==> config.mk <==
export PLATFORM = sky130hd
export DESIGN_NAME = mips_divider
export DESIGN_NICKNAME = d
export VERILOG_FILES = /design/src/rtl/mips_div_pkg.sv /design/src/rtl/div_step.sv /design/src/rtl/mips_divider.sv
export SDC_FILE = /design/constraint.sdc
export NUM_CORES = 1
export LEC_CHECK = 0
export BUFFER_PORTS_ARGS = -buffer_cell sky130_fd_sc_hd__buf_4
export CAP_MARGIN = 20
export CORE_ASPECT_RATIO = 0.9
export CORE_UTILIZATION = 39
export CTS_CLUSTER_DIAMETER = 40
export CTS_CLUSTER_SIZE = 24
export DETAILED_ROUTE_END_ITERATION = 7
export GPL_ROUTABILITY_DRIVEN = 0
export PLACE_DENSITY = 0.64
export SLEW_MARGIN = 10
export SYNTH_ARGS = -nofsm -noshare
export SYNTH_HDL_FRONTEND = slang
export SYNTH_SLANG_ARGS = --single-unit
export TNS_END_PERCENT = 5
==> constraint.sdc <==
create_clock -name clock -period 7.1 [get_ports clock]
set_clock_uncertainty 0.15 [all_clocks]
set_input_delay 2.13 -clock clock [delete_from_list [all_inputs] [get_ports clock]]
set_output_delay 2.13 -clock clock [all_outputs]
set_load 0.1 [all_outputs]
==> src/rtl/mips_div_pkg.sv <==
// mips_div_pkg: shared state encoding and sizing for the MIPS divider
package mips_div_pkg;
    localparam int DIV_WIDTH = 32;
    localparam int DIV_STEPS = 32;
    typedef enum logic [1:0] {IDLE = 2'd0, RUN = 2'd1, DONE = 2'd2, ERR = 2'd3} div_state_t;
endpackage

==> src/rtl/div_step.sv <==
// div_step: one combinational restoring-division iteration on magnitudes
module div_step #(
    parameter int WIDTH = 32
) (
    input  logic [WIDTH-1:0] rem,
    input  logic [WIDTH-1:0] quo,
    input  logic [WIDTH-1:0] divisor,
    output logic [WIDTH-1:0] rem_next,
    output logic [WIDTH-1:0] quo_next
);
    logic [WIDTH-1:0] rem_sh;
    logic [WIDTH:0]   trial;
    always_comb begin
        rem_sh   = {rem[WIDTH-2:0], quo[WIDTH-1]};
        trial    = {1'b0, rem_sh} - {1'b0, divisor};
        rem_next = trial[WIDTH] ? rem_sh : trial[WIDTH-1:0];
        quo_next = {quo[WIDTH-2:0], ~trial[WIDTH]};
    end
endmodule

==> src/rtl/mips_divider.sv <==
// mips_divider: multicycle signed divider producing HI (remainder) and LO (quotient)
module mips_divider
    import mips_div_pkg::*;
#(
    parameter int WIDTH = DIV_WIDTH,
    parameter int STEPS = DIV_STEPS
) (
    input  logic             clock,
    input  logic             reset,
    input  logic             enable,
    input  logic [WIDTH-1:0] A,
    input  logic [WIDTH-1:0] B,
    output logic [WIDTH-1:0] HI,
    output logic [WIDTH-1:0] LO,
    output logic             busy,
    output logic             done,
    output logic             div_zero,
    output logic [1:0]       stateOut
);
    localparam int CW = $clog2(STEPS);
    div_state_t state, state_n;
    logic [CW-1:0]    cnt;
    logic [WIDTH-1:0] rem, quo, dvs, rem_n, quo_n;
    logic             sign_q, sign_r, start;
    div_step #(.WIDTH(WIDTH)) u_step (
        .rem(rem),
        .quo(quo),
        .divisor(dvs),
        .rem_next(rem_n),
        .quo_next(quo_n)
    );
    always_comb begin
        start    = state == IDLE && enable && B != '0;
        state_n  = state == IDLE ? (enable ? (B == '0 ? ERR : RUN) : IDLE)
                 : state == RUN  ? (cnt == '0 ? DONE : RUN)
                 : IDLE;
        busy     = state == RUN;
        done     = state == DONE;
        div_zero = state == ERR;
        stateOut = state;
    end
    always_ff @(posedge clock) begin
        if (reset) begin
            state  <= IDLE;
            cnt    <= '0;
            rem    <= '0;
            quo    <= '0;
            dvs    <= '0;
            sign_q <= 1'b0;
            sign_r <= 1'b0;
            HI     <= '0;
            LO     <= '0;
        end else begin
            state <= state_n;
            if (start) begin
                dvs    <= B[WIDTH-1] ? -B : B;
                quo    <= A[WIDTH-1] ? -A : A;
                rem    <= '0;
                cnt    <= CW'(STEPS - 1);
                sign_q <= A[WIDTH-1] ^ B[WIDTH-1];
                sign_r <= A[WIDTH-1];
            end else if (state == RUN) begin
                rem <= rem_n;
                quo <= quo_n;
                cnt <= cnt == '0 ? cnt : cnt - CW'(1);
                if (cnt == '0) begin
                    LO <= sign_q ? -quo_n : quo_n;
                    HI <= sign_r ? -rem_n : rem_n;
                end
            end
        end
    end
endmodule

==> flow_metrics.py <==
metrics = {
    "drt": {
        "wirelength_mm": 33.54,
        "drt_iter0_markers": 1077,
        "drtPass1Iterations": 5,
        "wl_per_cell_um": 16.83,
        "route.antenna.remaining_nets": 0,
        "detail_route.drc_violations": 0,
        "vias": 11170,
        "detail_route.vias_per_cell": 5.606,
    },
    "finish": {
        "final-instance-count-excl-fill": 1993,
        "sequential_cell_area_sq_mm": 0.003363,
        "fillerInstances": 2943,
        "finalNetCount": 1692,
        "layout-drive-gt1-share_pct": 13.15,
        "multiInputGateArea_sq_mm": 0.007541,
        "diodes": 0,
        "flow.area_growth_from_synthesis_pct": 15.16,
    },
    "sta": {
        "finalHoldViolations": 0,
        "tns_ps": 0,
        "report.final.setup_viol": 0,
        "worstMarginPinSlew_ps": 996.0,
        "slew_viol_final": 0,
        "tmin_final_ps": 5729,
        "fin_hold_ws_ps": 304.7,
        "finalCritPeriodShare_pct": 80.69,
        "max-slew-margin-rel_pct": 33.51,
        "max_clk_rate_mhz": 174.6,
        "grt_setup_unrepaired": "false",
    },
    "run_status": {
        "run_status": "complete, no violations",
    },
    "floorplanning": {
        "floorplan.initialDensity_pct": 39.73,
        "die_h_um": 164.9,
        "dieArea_sq_mm": 0.03017,
        "floorplan.rows": 59,
        "i_o_pin_count": 136,
        "chipWidth_um": 183.0,
        "floorplan.core_area_sq_mm": 0.02894,
    },
    "critical_path": {
        "cp_cell_sequence": "inv_1, ha_1, fa_1, nand2b_1, a21oi_1, o21ai_1, o31ai_1, a21o_2, a21oi_1, inv_1, ha_1, or4b_2, or3_1, nor3_1, a41oi_1, nor3_2, a31oi_1, xor2_1, o31ai_1",
        "worstPathMaxFanout": 13,
        "crit-reg2reg-launch": "quo[31]$_SDFFE_PP0P_",
        "r2r_setup_slack_ps": 1370,
        "timing.rr.end": "HI[28]$_SDFFE_PP0P_",
        "critPathKind": "reg2reg",
        "critical_path_cell_count": 19,
        "crit_path_max_incr_delay_ps": 620,
        "endpoint_kind": "register",
        "worst-path-buf-inv": 2,
        "worst_path_max_delay_cell": "sky130_fd_sc_hd__or4b_2",
        "critPathLaunchType": "register",
        "timing.critical_path.arrival_ps": 5910,
        "critical-path-top-delay-family": "compound AO/OA/AOI/OAI gates",
        "worst_r2r_path_depth": 19,
        "cp_data_required_time_ps": 7280,
    },
    "global_routing": {
        "grt_antenna_before_repair": 0,
        "grt_max_degree": 81,
        "global_route.overflow_total": 0,
        "grtUsageTotal_pct": 22.05,
        "grt_pass1_wl_mm": 52.90,
        "first_global_vias": 9615,
    },
    "yosys": {
        "synthesis.yosys.warnings": 0,
        "synth-main-ff-cell": "sky130_fd_sc_hd__dfxtp_1",
        "most_used_standard_cell_by_instance_count_after_synthesis": "sky130_fd_sc_hd__nand2_1",
        "synth.yosys.seq_area_share_pct": 29.26,
        "yosys.area.top_type_share_pct": 29.26,
        "netlist-cell-type-count": 77,
        "synth-seq-cells": 168,
        "synth_common_cells": "206 x sky130_fd_sc_hd__nand2_1, 191 x sky130_fd_sc_hd__nor2_1, 168 x sky130_fd_sc_hd__dfxtp_1, 107 x sky130_fd_sc_hd__a21oi_1, 94 x sky130_fd_sc_hd__a211oi_1",
        "postSynthCellCount": 1525,
        "syn_area_per_cell_sq_um": 7.538,
        "synth_nets": 1631,
        "ys_async_sr_fraction_pct": 0,
        "post_synthesis_cell_area_sq_mm": 0.01150,
        "synth_top_area_cell": "sky130_fd_sc_hd__dfxtp_1",
        "post_synth_main_area_contributors": "sky130_fd_sc_hd__dfxtp_1 29%, sky130_fd_sc_hd__nand2_1 6.7%, sky130_fd_sc_hd__nor2_1 6.2%",
        "number_of_enable_type_register_cells_in_the_synthesized_netlist": 0,
    },
    "clock_network": {
        "cts-root-to-sink-buffers": 2,
        "numCtsBuffers": 17,
        "post_cts.repair.setup_buffers": 0,
        "clock_tree_from_tritoncts": "built",
        "postCtsHoldBufs": 0,
        "ctsResizeCount": 0,
        "ctsRootBufferMaster": "sky130_fd_sc_hd__clkbuf_16",
        "number_of_sinks_handled_by_clock_tree_synthesis": 168,
        "worst_setup_hold_path_clk_slew_ps": 70,
        "clock_insertion_delay_worst_skew_ps": 430,
        "h-tree-depth": 4,
    },
    "pwr": {
        "max-vdd-ir-drop_v": 0.0001441,
        "power.density_mw_per_mm2": 275.6,
        "power.static_leakage_uw": 0.004994,
    },
    "place": {
        "dp.cells": 1963,
        "hpwl_mm": 25.57,
        "portBuffers": 135,
    },
    "worst_hold_path": {
        "hold_path_depth": 2,
        "type_of_the_most_critical_hold_path": "reg2reg",
        "holdCritStartpoint": "HI[10]$_SDFFE_PP0P_",
        "hold_end": "HI[10]$_SDFFE_PP0P_",
    },
    "job": {
        "drv_cap": 0,
    },
}
-- kinds of logic after synthesis --
| group | after synthesis | synth area share, % |
|---|---|---|
| buffers and inverters | 156 | 5.333 |
| AO/OA/AOI/OAI | 433 | 25.72 |
| adder cells (fa/ha/maj) | 39 | 4.310 |
| flip-flops | 168 | 29.26 |
| multiplexers | 21 | 1.839 |
| XOR/XNOR | 134 | 10.21 |
| AND/OR/NAND/NOR | 574 | 23.33 |
-- through the flow --
step           power (uW)  area (sq um)  setup WS [ps]  util (%)
2_1_floorplan        2333         11500           1657         -
3_3_place_gp         2721         12690           1296     43.85
3_5_place_dp         2740         12690           1192     43.85
4_1_cts              3637         13240           1440     45.74
5_1_grt              3869         13240           1042     45.75
6_report             3648         13240           1371     45.75
-- worst max-delay path by stage --
stage,start,to,slack (ps)
floorplan,quo[31]$_SDFFE_PP0P_,HI[24]$_SDFFE_PP0P_,1660
global placement,B[6],quo[21]$_SDFFE_PP0P_,1300
detailed placement,B[6],quo[11]$_SDFFE_PP0P_,1190
CTS,quo[31]$_SDFFE_PP0P_,HI[28]$_SDFFE_PP0P_,1440
global route,quo[31]$_SDFFE_PP0P_,HI[28]$_SDFFE_PP0P_,1040
finish,quo[31]$_SDFFE_PP0P_,HI[28]$_SDFFE_PP0P_,1370
-- cell type report --
class / count / area share [%]
clock inverter: 12 / 0.8978
multi-input combinational: 1201 / 56.96
sequential: 168 / 25.40
inverter: 52 / 1.474
tap: 396 / 3.743
clock buffer: 18 / 3.242
timing repair buffer: 146 / 8.279
-- tightest hold or removal path, delay by kind of cell, from the launching register on --
family          cells  cell delay [ps]
flops               1              310
compound gates      1               50
simple gates        1               50
-- sequential cells by signal, indices dropped and copies added, names as in the netlist, 2 cells and up --
signal    count
cnt           5
rem          31
quo          32
LO           32
dvs          32
stateOut      2
HI           32
-- power by group --
part | leakage [uW] | switching (uW) | internal [uW]
Combinational | 0.00335 | 1090 | 539
Clock | 0.000266 | 412 | 486
Sequential | 0.00138 | 93.8 | 1020
-- layout by cell type (no fill, tap or decap), types with 5 or more instances in the layout --
cell                        count
sky130_fd_sc_hd__o31a_1         5
sky130_fd_sc_hd__o31ai_1       31
sky130_fd_sc_hd__dfxtp_1      168
sky130_fd_sc_hd__a2111oi_0      5
sky130_fd_sc_hd__a21oi_1      107
sky130_fd_sc_hd__nand3_1       23
sky130_fd_sc_hd__ha_1          38
sky130_fd_sc_hd__buf_4        146
sky130_fd_sc_hd__or2_2          5
sky130_fd_sc_hd__inv_1         51
sky130_fd_sc_hd__mux2i_1       20
sky130_fd_sc_hd__o21ai_0       67
sky130_fd_sc_hd__o211ai_1       9
sky130_fd_sc_hd__nand4_1       11
sky130_fd_sc_hd__nor3_1        25
sky130_fd_sc_hd__a31oi_1       11
sky130_fd_sc_hd__clkbuf_16     17
sky130_fd_sc_hd__nor4_1        11
sky130_fd_sc_hd__a211oi_1      94
sky130_fd_sc_hd__and2_1        12
sky130_fd_sc_hd__nand2b_1      11
sky130_fd_sc_hd__and3_1         7
sky130_fd_sc_hd__or3_1         20
sky130_fd_sc_hd__nand2_1      205
sky130_fd_sc_hd__and4_1         8
sky130_fd_sc_hd__nor2_1       189
sky130_fd_sc_hd__o21ai_1        7
sky130_fd_sc_hd__a21o_1        11
sky130_fd_sc_hd__xor2_1        66
sky130_fd_sc_hd__o41ai_1       13
sky130_fd_sc_hd__or4_1         16
sky130_fd_sc_hd__inv_6          5
sky130_fd_sc_hd__a311oi_1      30
sky130_fd_sc_hd__xnor2_1       68
-- per-layer routing --
layer  vias up  global-route usage [%]  part of all wire [%]
li1       5628                       -                     -
met5         -                       0                     0
met1      5182                   35.05                    52
met2       350                   30.02                    40
met4         0                   4.280                  0.65
met3        13                   3.991                   7.5
Power figures use the tool's default switching activity.
